### src/rtl/peripheral_register_arbiter_pkg.sv
// Shared types for the peripheral register arbiter: FSM states, latched
// command layout and global limits.
package peripheral_arbiter_pkg;

    localparam int ARB_MAX_REQUESTERS = 8;
    localparam int ARB_GRANT_WIDTH    = $clog2(ARB_MAX_REQUESTERS);
    localparam int ARB_ADDR_WIDTH     = 2;
    localparam int ARB_DATA_WIDTH     = 32;

    typedef enum logic [1:0] {
        IDLE   = 2'd0,
        ACCESS = 2'd1,
        RESP   = 2'd2
    } arb_state_e;

    // Grant field is sized for the largest arbiter so one struct serves every
    // REQUESTERS setting; address and data follow the default map geometry.
    typedef struct packed {
        logic [ARB_GRANT_WIDTH-1:0] grant;
        logic                       write;
        logic [ARB_ADDR_WIDTH-1:0]  addr;
        logic [ARB_DATA_WIDTH-1:0]  wdata;
    } arb_cmd_t;

endpackage

### src/rtl/peripheral_register_arbiter_if.sv
// Requester command/response bus plus register-map adapter port.
interface peripheral_register_arbiter_if #(
    parameter int REQUESTERS = 2,
    parameter int ADDR_WIDTH = 2,
    parameter int DATA_WIDTH = 32
);
    localparam int REGS = 1 << ADDR_WIDTH;

    logic [REQUESTERS-1:0]                 req_valid;
    logic [REQUESTERS-1:0]                 req_write;
    logic [REQUESTERS-1:0][ADDR_WIDTH-1:0] req_addr;
    logic [REQUESTERS-1:0][DATA_WIDTH-1:0] req_wdata;
    logic [REQUESTERS-1:0]                 req_ready;
    logic [REQUESTERS-1:0]                 rsp_valid;
    logic [DATA_WIDTH-1:0]                 rsp_rdata;
    logic                                  busy;
    logic [REGS-1:0]                       reg_write_en;
    logic [DATA_WIDTH-1:0]                 reg_data_in;
    logic [REGS-1:0][DATA_WIDTH-1:0]       reg_data_out;

    // Arbiter side
    modport slave (
        input  req_valid, req_write, req_addr, req_wdata, reg_data_out,
        output req_ready, rsp_valid, rsp_rdata, busy, reg_write_en, reg_data_in
    );

    // Requesters and register map side
    modport master (
        output req_valid, req_write, req_addr, req_wdata, reg_data_out,
        input  req_ready, rsp_valid, rsp_rdata, busy, reg_write_en, reg_data_in
    );

endinterface

### src/rtl/peripheral_register_arbiter_rr_picker.sv
// Combinational round-robin picker: first asserted request at or after
// last_grant+1, wrapping modulo REQUESTERS.
module peripheral_rr_picker #(
    parameter int REQUESTERS = 2,
    parameter int IDX_W      = $clog2(REQUESTERS)
) (
    input  logic [REQUESTERS-1:0] req,
    input  logic [IDX_W-1:0]      last_grant,
    output logic [REQUESTERS-1:0] grant_onehot,
    output logic [IDX_W-1:0]      grant_idx
);

    int         cand_s;
    logic [IDX_W-1:0] cand_idx_s;
    logic       found_s;

    // Rotating priority search; the first hit wins and later hits are ignored
    always_comb begin
        grant_onehot = '0;
        grant_idx    = '0;
        found_s      = 1'b0;
        cand_s       = 0;
        cand_idx_s   = '0;
        for (int i = 0; i < REQUESTERS; i++) begin
            cand_s = int'(last_grant) + 1 + i;
            if (cand_s >= REQUESTERS) begin
                cand_s = cand_s - REQUESTERS;
            end else begin
                cand_s = cand_s;
            end
            cand_idx_s = IDX_W'(cand_s);
            if (!found_s && req[cand_idx_s]) begin
                found_s                  = 1'b1;
                grant_idx                = cand_idx_s;
                grant_onehot[cand_idx_s] = 1'b1;
            end else begin
                found_s = found_s;
            end
        end
    end

endmodule

### src/rtl/peripheral_register_arbiter.sv
// Round-robin arbiter serialising requester accesses onto the peripheral
// register adapter: handshake in IDLE, register access in ACCESS, response
// pulse in RESP.
module peripheral_register_arbiter
    import peripheral_arbiter_pkg::*;
#(
    parameter int REQUESTERS = 2,
    parameter int ADDR_WIDTH = ARB_ADDR_WIDTH,
    parameter int DATA_WIDTH = ARB_DATA_WIDTH
) (
    input  logic clk,
    input  logic reset,
    peripheral_register_arbiter_if.slave bus
);

    localparam int REGS  = 1 << ADDR_WIDTH;
    localparam int IDX_W = $clog2(REQUESTERS);

    arb_state_e             state_r;
    arb_state_e             state_next_s;
    logic [IDX_W-1:0]       last_grant_r;
    logic [IDX_W-1:0]       win_idx_s;
    logic [REQUESTERS-1:0]  win_onehot_s;
    logic [REQUESTERS-1:0]  req_ready_s;
    logic                   take_s;
    arb_cmd_t               cmd_r;
    logic [REGS-1:0]        reg_write_en_s;
    logic [DATA_WIDTH-1:0]  reg_data_in_s;
    logic [REQUESTERS-1:0]  rsp_valid_r;
    logic [DATA_WIDTH-1:0]  rsp_rdata_r;

    peripheral_rr_picker #(
        .REQUESTERS (REQUESTERS),
        .IDX_W      (IDX_W)
    ) u_picker (
        .req          (bus.req_valid),
        .last_grant   (last_grant_r),
        .grant_onehot (win_onehot_s),
        .grant_idx    (win_idx_s)
    );

    // Next-state and adapter drive; ready only ever leaves IDLE
    always_comb begin
        state_next_s   = state_r;
        req_ready_s    = '0;
        take_s         = 1'b0;
        reg_write_en_s = '0;
        reg_data_in_s  = '0;
        case (state_r)
            IDLE: begin
                req_ready_s = win_onehot_s;
                if (|win_onehot_s) begin
                    take_s       = 1'b1;
                    state_next_s = ACCESS;
                end else begin
                    state_next_s = IDLE;
                end
            end
            ACCESS: begin
                if (cmd_r.write) begin
                    reg_write_en_s = {{(REGS-1){1'b0}}, 1'b1} << cmd_r.addr;
                    reg_data_in_s  = cmd_r.wdata;
                end else begin
                    reg_write_en_s = '0;
                    reg_data_in_s  = '0;
                end
                state_next_s = RESP;
            end
            RESP: begin
                state_next_s = IDLE;
            end
            default: begin
                state_next_s = IDLE;
            end
        endcase
    end

    // State register
    always_ff @(posedge clk) begin
        if (reset) begin
            state_r <= IDLE;
        end else begin
            state_r <= state_next_s;
        end
    end

    // Command latch and round-robin pointer, updated on the accepted handshake
    always_ff @(posedge clk) begin
        if (reset) begin
            last_grant_r <= IDX_W'(REQUESTERS - 1);
            cmd_r        <= '0;
        end else if (take_s) begin
            last_grant_r <= win_idx_s;
            cmd_r.grant  <= ARB_GRANT_WIDTH'(win_idx_s);
            cmd_r.write  <= bus.req_write[win_idx_s];
            cmd_r.addr   <= bus.req_addr[win_idx_s];
            cmd_r.wdata  <= bus.req_wdata[win_idx_s];
        end
    end

    // Response register: read data captured at the end of ACCESS, pulsed in RESP
    always_ff @(posedge clk) begin
        if (reset) begin
            rsp_valid_r <= '0;
            rsp_rdata_r <= '0;
        end else if (state_r == ACCESS) begin
            rsp_valid_r <= {{(REQUESTERS-1){1'b0}}, 1'b1} << cmd_r.grant;
            rsp_rdata_r <= cmd_r.write ? '0 : bus.reg_data_out[cmd_r.addr];
        end else begin
            rsp_valid_r <= '0;
            rsp_rdata_r <= '0;
        end
    end

    assign bus.req_ready    = req_ready_s;
    assign bus.rsp_valid    = rsp_valid_r;
    assign bus.rsp_rdata    = rsp_rdata_r;
    assign bus.busy         = (state_r != IDLE);
    assign bus.reg_write_en = reg_write_en_s;
    assign bus.reg_data_in  = reg_data_in_s;

endmodule

### src/flat_wrapper.sv
// flat-port wrapper written by rule: the top's interface ports become plain ports
module peripheral_register_arbiter_flat import peripheral_arbiter_pkg::*;
#(
    parameter int REQUESTERS = 2,
    parameter int ADDR_WIDTH = ARB_ADDR_WIDTH,
    parameter int DATA_WIDTH = ARB_DATA_WIDTH
)
  (clk, reset, bus_req_valid, bus_req_write, bus_req_addr, bus_req_wdata, bus_reg_data_out, bus_req_ready, bus_rsp_valid, bus_rsp_rdata, bus_busy, bus_reg_write_en, bus_reg_data_in);
  peripheral_register_arbiter_if #(.REQUESTERS(REQUESTERS), .ADDR_WIDTH(ADDR_WIDTH), .DATA_WIDTH(DATA_WIDTH)) bus_i ();
  input  logic clk;
  input  logic reset;
  input wire logic [$bits(bus_i.req_valid)-1:0] bus_req_valid;
  input wire logic [$bits(bus_i.req_write)-1:0] bus_req_write;
  input wire logic [$bits(bus_i.req_addr)-1:0] bus_req_addr;
  input wire logic [$bits(bus_i.req_wdata)-1:0] bus_req_wdata;
  input wire logic [$bits(bus_i.reg_data_out)-1:0] bus_reg_data_out;
  output wire logic [$bits(bus_i.req_ready)-1:0] bus_req_ready;
  output wire logic [$bits(bus_i.rsp_valid)-1:0] bus_rsp_valid;
  output wire logic [$bits(bus_i.rsp_rdata)-1:0] bus_rsp_rdata;
  output wire logic [$bits(bus_i.busy)-1:0] bus_busy;
  output wire logic [$bits(bus_i.reg_write_en)-1:0] bus_reg_write_en;
  output wire logic [$bits(bus_i.reg_data_in)-1:0] bus_reg_data_in;
  assign bus_i.req_valid = bus_req_valid;
  assign bus_i.req_write = bus_req_write;
  assign bus_i.req_addr = bus_req_addr;
  assign bus_i.req_wdata = bus_req_wdata;
  assign bus_i.reg_data_out = bus_reg_data_out;
  assign bus_req_ready = bus_i.req_ready;
  assign bus_rsp_valid = bus_i.rsp_valid;
  assign bus_rsp_rdata = bus_i.rsp_rdata;
  assign bus_busy = bus_i.busy;
  assign bus_reg_write_en = bus_i.reg_write_en;
  assign bus_reg_data_in = bus_i.reg_data_in;
  peripheral_register_arbiter #(.REQUESTERS(REQUESTERS), .ADDR_WIDTH(ADDR_WIDTH), .DATA_WIDTH(DATA_WIDTH)) u_core (.clk(clk), .reset(reset), .bus(bus_i));
endmodule
### config.mk
export PLATFORM = sky130hd
export DESIGN_NAME = peripheral_register_arbiter_flat
export DESIGN_NICKNAME = d
export VERILOG_FILES = /design/src/rtl/peripheral_register_arbiter_pkg.sv /design/src/rtl/peripheral_register_arbiter_if.sv /design/src/rtl/peripheral_register_arbiter_rr_picker.sv /design/src/rtl/peripheral_register_arbiter.sv /design/src/flat_wrapper.sv
export SDC_FILE = /design/constraint.sdc
export NUM_CORES = 1
export LEC_CHECK = 0
export CORE_UTILIZATION = 35
export CTS_BUF_LIST = sky130_fd_sc_hd__clkbuf_16
export CTS_CLUSTER_DIAMETER = 50
export DETAILED_ROUTE_END_ITERATION = 12
export PLACE_DENSITY = 0.85
export SETUP_SLACK_MARGIN = 0.2
export SYNTH_ARGS = -nofsm -noshare
export SYNTH_HDL_FRONTEND = slang
export SYNTH_HIERARCHICAL = 1
export SYNTH_SLANG_ARGS = --single-unit
### constraint.sdc
create_clock -name clk -period 1.65 [get_ports clk]
set_clock_uncertainty 0.15 [all_clocks]
set_input_delay 0.33 -clock clk [delete_from_list [all_inputs] [get_ports clk]]
set_output_delay 0.33 -clock clk [all_outputs]
set_load 0.05 [all_outputs]
Yosys cells after proc, flatten, opt, wreduce, memory -nomap -nowiden
Cells that the tools add are included. Widths: inputs -> output; s select.

Register bits after elaboration: 73. Input port bits: 202. Output and inout bits: 73. Word-level logic and storage cells: 66.

Add/sub/neg operators: 4. Magnitude comparators: 8. Eq/ne operators: 1. Shift-type cells: 2. Mux-type cells: 32. Bitwise operators: 2. Reductions and logical operators: 9.

Operators with widths (number): $mux 32 (5); $bmux 32 s2 (1); $mux 1 (16); $mux 2 (5); $mux 4 (2); $lt 1x2->1 const B (3); $pmux 2 s2 (1); $reduce_or 2->1 (2); $shl 1x2->4 const A (1); $add 2x1->3 const B (1); $ge 3x2->1 const B (1); $logic_and 1x1->1 (3); $lt 2x3->1 const B (1); $reduce_or 3->1 (1); $add 1x1->2 const B (1); $demux 1 s1 (2); $eq 2x1->1 const B (1); $ge 1x1->1 const B (2); $ge 2x2->1 const B (1); $logic_not 2->1 (1); $or 2x2->2 (1); $reduce_bool 2->1 (1); $shl 1x1->2 const A (1); $sub 1x1->1 const B (2); 2 further kinds (2).

Longest topological paths before layout
Depth after elaboration: 13. Gate-level depth with buffers: 7. Gate-level depth less buffers: 5.

Cells and area by module
The synthesis kept the hierarchy.

By module, submodules not included: peripheral_register_arbiter (instances 1, cells each 331, area an instance 3758.6 µm², sequential area each 1461.4 µm²); peripheral_rr_picker (instances 1, cells each 4, area an instance 26.3 µm², sequential area each 0.0 µm²).

Worst setup path after synthesis
OpenSTA, ideal clock, no wires.

Path type: register -> output. Start point: reg u_core.state_r[1]. End point: out bus_reg_write_en[0]. Arrival time: 1.879 ns. Required time: 1.170 ns. Setup slack: -0.709 ns. Stages on the path, launching flop included: 4. Path buffers: 1. Path through: dfxtp_1 -> and3b_1 -> clkbuf_1 -> nor3b_1.

Cells in the longest elaborated chain, start to end: 2.

RTL lines: from (decl) (RTL line peripheral_register_arbiter.sv:19) `arb_state_e state_r;`; from (signal assigned) (RTL line peripheral_register_arbiter.sv:83) `state_r <= state_next_s;`; $eq 2x1->1 (RTL line peripheral_register_arbiter.sv:49) `case (state_r)`; $mux 4 (RTL line peripheral_register_arbiter.sv:49); to (decl) (RTL line flat_wrapper.sv:21) `output wire logic [$bits(bus_i.reg_write_en)-1:0] bus_reg_write_en;`.

No other way between the ends.

Final worst setup path
Same ends and word-level chain as after synthesis.

==> results.md <==
Global routing:
- The first global-routing pass estimated 23700 µm of wire.
- The global-route total usage across every layer is 28.2%.
- The via count of the first global-routing pass was 4183.
- The remaining global-route overflow is 0.
- Entering global routing, the biggest net connects 39 pins.
- The number of antenna violations at the first check in global routing came to 0.

Floorplan:
- After floorplanning, the core was sized to cover between 10000 and 15000 µm².
- The chip height is 106 µm.
- After floorplanning, the core was divided into 37 placement rows.
- The starting density of the core is between 30% and 40%.
- In this run the horizontal extent of the chip is between 100 and 150 µm.
- The area of the die is 11200 µm².
- The number of ports placed on the die boundary is 275.

Critical path:
- STA classifies the critical path startpoint as a register.
- The critical path class is register to output port.
- STA puts the critical path data required time at 1.17 ns.
- STA puts the critical path data arrival time at 1.46 ns.
- Of all nets on the critical path, the largest fanout is 10.
- STA classifies the critical path endpoint as an output port.

Power and ir drop:
- The total internal power is 4.40 mW.
- The leakage power summed over all cells is 3.23 nW.
- The power per cell area is 746 nW/µm².
- The peak ir drop on the vdd network is 0.000614 V.
- In this run the power spent charging and discharging nets is 1.82 mW.
- The fraction of power spent switching nets is 29.3%.
- Power comes to 6.23 mW.
- The sequential fraction of design power is approximately a third.
- The relative contribution of the clock network to total power is approximately 27%.
- The portion of total power attributed to combinational logic is approximately 40%.

STA:
- At the pin with the least slew margin, the transition time is roughly 0.42 ns.
- The highest achievable clock rate is 516 MHz.
- The final critical path time including I/O delays and setup is 1.94 ns.
- After layout, the worst path uses 118% of the clock period.
- Setup repair after global routing could not meet its margin everywhere.
- The final critical-path setup slack is -0.289 ns.
- The headroom to the max-slew limit is 72.1%.
- Setup violations remaining at the end of the flow were counted as 48.
- The final number of max-transition violations is 0.
- The final-report hold violation count came to 0.
- On the final layout, the worst hold slack is 0.286 ns.

Clock network:
- CTS placed an instance of sky130_fd_sc_hd__clkbuf_16 at the clock tree root.
- The number of buffers on the longest clock path is 2.
- The number of buffers created by CTS is 9.
- The number of H-tree levels is 3.
- Clock latency on the worst-skew pair, taken at its later pin, is ~0.31 ns.
- The clock-pin transition on the worst setup and hold timing paths is 0.05 ns.
- The number of sinks driven by the clock tree is 73.
- The clock tree from TritonCTS is yes.
- The number of hold buffers added after CTS was 0.

Synth:
- The cell type with the largest total area after synthesis is sky130_fd_sc_hd__dfxtp_1.
- The net count of the mapped netlist is 537.
- The post-synthesis average cell area is 11.3 µm².
- After synthesis, the share of flip-flops with an asynchronous set or reset is 0%.
- After synthesis, the largest area contributor takes up 38.6% of total cell area.
- Yosys attributes the largest share of cell area to sky130_fd_sc_hd__dfxtp_1 39%, sky130_fd_sc_hd__mux4_2 15%, sky130_fd_sc_hd__mux2i_1 9.3%, sky130_fd_sc_hd__a211oi_1 6.9%, sky130_fd_sc_hd__and2_1 5.8%.
- The cell area that synthesis handed to floorplanning was 3780 µm².
- The number of flops mapped to enable cells by yosys is 0.
- The Yosys step of the flow raised 6 warnings.
- Yosys instantiated no cell more often than sky130_fd_sc_hd__dfxtp_1.
- After synthesis the netlist holds a flip-flop and latch count of 73.
- Among all flip-flop cells after synthesis, the most frequent one is sky130_fd_sc_hd__dfxtp_1.
- The number of distinct library cells after synthesis is 30.
- Ranked by instance count, the synthesized netlist is headed by 73 x sky130_fd_sc_hd__dfxtp_1, 36 x sky130_fd_sc_hd__a21oi_1, 35 x sky130_fd_sc_hd__a211oi_1, 35 x sky130_fd_sc_hd__and2_1, 35 x sky130_fd_sc_hd__mux2i_1.
- Synthesis produced a netlist whose cell count is 335.
- The part of the Yosys area used for sequential elements is 38.6%.

Drt:
- The routed wire length is ~17000 µm.
- Once detail routing completed, the nets flagged for antenna violations numbered 0.
- The first-pass detailed-route iteration total is 5.
- Using the TritonRoute via totals, the vias-per-cell ratio works out to 5.28.
- The wire length per cell is between 20 and 25 µm.
- In this run, the number of DRC markers left after iteration 0 of detailed routing was 205.
- The DRC violation count after routing is 0.
- The routed layout has 4046 vias.

Finish:
- The synthesis-to-layout area growth is 121%.
- The net count of the finished layout is roughly 830.
- The post-layout instance count excluding filler cells is between 700 and 800.
- The multi-input combinational cells in the finished layout cover a total of 2380 µm².
- The number of inserted diodes is 0.
- The post-route netlist has 37.6% of its cells at a drive strength greater than 1.
- The fill cell instance count of the final layout is 571.
- The combined flip-flop and latch cell area is 1470 µm².

Place:
- The detailed placer's ending HPWL is 12200 µm.
- The count of buffers inserted at the top-level ports is 274.
- The final weighted congestion in routability-driven placement is 0.853.
- The number of instances in the placed design is between 700 and 800.

Outcome:
- The flow ran to the end, but the final reports show violations.
- The checks that failed: setup timing.

Flow run:
- The count of max-cap constraint violations is 0.

Worst hold path:
- The class of the worst hold path is register to register.
-- worst paths after layout --
kind | cells after the start | slack, ns | to | from
max | 4 | -0.29 | bus_reg_write_en[0] | u_core/state_r[1]
min | 1 | 0.29 | u_core/bus.rsp_valid[0] | u_core/cmd_r[35]
max reg2reg | 5 | -0.06 | u_core/bus.rsp_rdata[13] | u_core/cmd_r[32]
min reg2reg | 1 | 0.29 | u_core/bus.rsp_valid[0] | u_core/cmd_r[35]
-- registers in the layout (all words and copies together) (netlist names) --
signal	count
u_core/bus.rsp_valid	2
u_core/state_r	2
u_core/last_grant_r	1
u_core/bus.rsp_rdata	32
u_core/cmd_r	36
-- layout by cell type (no fill, tap or decap), types with 4 or more instances in the layout --
master                            Yosys  final
sky130_fd_sc_hd__clkinv_2             0      4
sky130_fd_sc_hd__clkdlybuf4s50_1      0    199
sky130_fd_sc_hd__a21oi_1             36     31
sky130_fd_sc_hd__buf_12               2     86
sky130_fd_sc_hd__nor2b_4              2     18
sky130_fd_sc_hd__and2_4               0     31
sky130_fd_sc_hd__nor2b_1             31     15
sky130_fd_sc_hd__mux4_2              26     32
sky130_fd_sc_hd__mux2i_1             35     35
sky130_fd_sc_hd__dfxtp_1             73     68
sky130_fd_sc_hd__buf_6                2      8
sky130_fd_sc_hd__buf_4                5     12
sky130_fd_sc_hd__inv_1                2      4
sky130_fd_sc_hd__a211oi_1            35     33
sky130_fd_sc_hd__a21oi_2              0      5
sky130_fd_sc_hd__clkbuf_16            0     10
-- routing by layer --
layer	up-vias	track usage [%]	routed length, µm
li1	1816	-	-
met1	1927	28.1	5750
met2	236	52.2	8960
met3	67	7.66	1540
met4	0	16.1	998
met5	-	0	0
-- what timing repair did --
| action | 4_1_cts | 5_1_grt |
|---|---|---|
| pin swaps | 1 | 0 |
| setup buffers | 5 | 10 |
| gates cloned | 3 | 1 |
| gates resized for setup | 29 | 42 |
| endpoints found under the setup margin | 108 | 108 |
-- per-stage QoR --
stage / TNS [ns] / util (%) / setup WS, ns / instance area [µm²]
floorplan: 0 / - / 0.0327 / 3990
global placement: -10.26 / 73.3 / -0.301 / 7640
detailed placement: -15.58 / 73.3 / -0.450 / 7640
CTS: -9.55 / 77.6 / -0.302 / 8080
global route: -11.89 / 80.2 / -0.343 / 8350
finish: -9.67 / 80.2 / -0.289 / 8350
-- worst max-delay path, cell delays in order, from the launching register on --
cell and delay [ns]:
sky130_fd_sc_hd__dfxtp_2 0.32, sky130_fd_sc_hd__and3b_2 0.29, sky130_fd_sc_hd__buf_8 0.14, sky130_fd_sc_hd__nor3b_4 0.23, sky130_fd_sc_hd__buf_12 0.17
-- cell type report --
class / instances / share of cell area, %
inverters: 2 / 0.0899
repair buffers: 314 / 48.7
multi-input cells: 226 / 28.5
clock inverters: 7 / 0.374
well taps: 136 / 2.04
clock buffers: 9 / 2.70
flip-flops and latches: 73 / 17.6
-- cells by family after synthesis --
| family | after synthesis | share of synthesized area (%) |
|---|---|---|
| buf+inv | 36 | 5.79 |
| simple gates | 83 | 14.1 |
| compound gates | 76 | 12.6 |
| mux | 67 | 28.9 |
| flops | 73 | 38.6 |
-- power groups by stage --
| stage | combinational [mW] | clock (mW) | sequential (mW) |
|---|---|---|---|
| floorplan | 1.02 | 0 | 2.17 |
| global placement | 2.04 | 0 | 2.08 |
| detailed placement | 2.10 | 0 | 2.09 |
| CTS | 2.27 | 1.72 | 2.06 |
| global route | 2.56 | 1.80 | 2.08 |
| finish | 2.46 | 1.70 | 2.06 |
No activity file was read; power rests on OpenSTA's default activity.
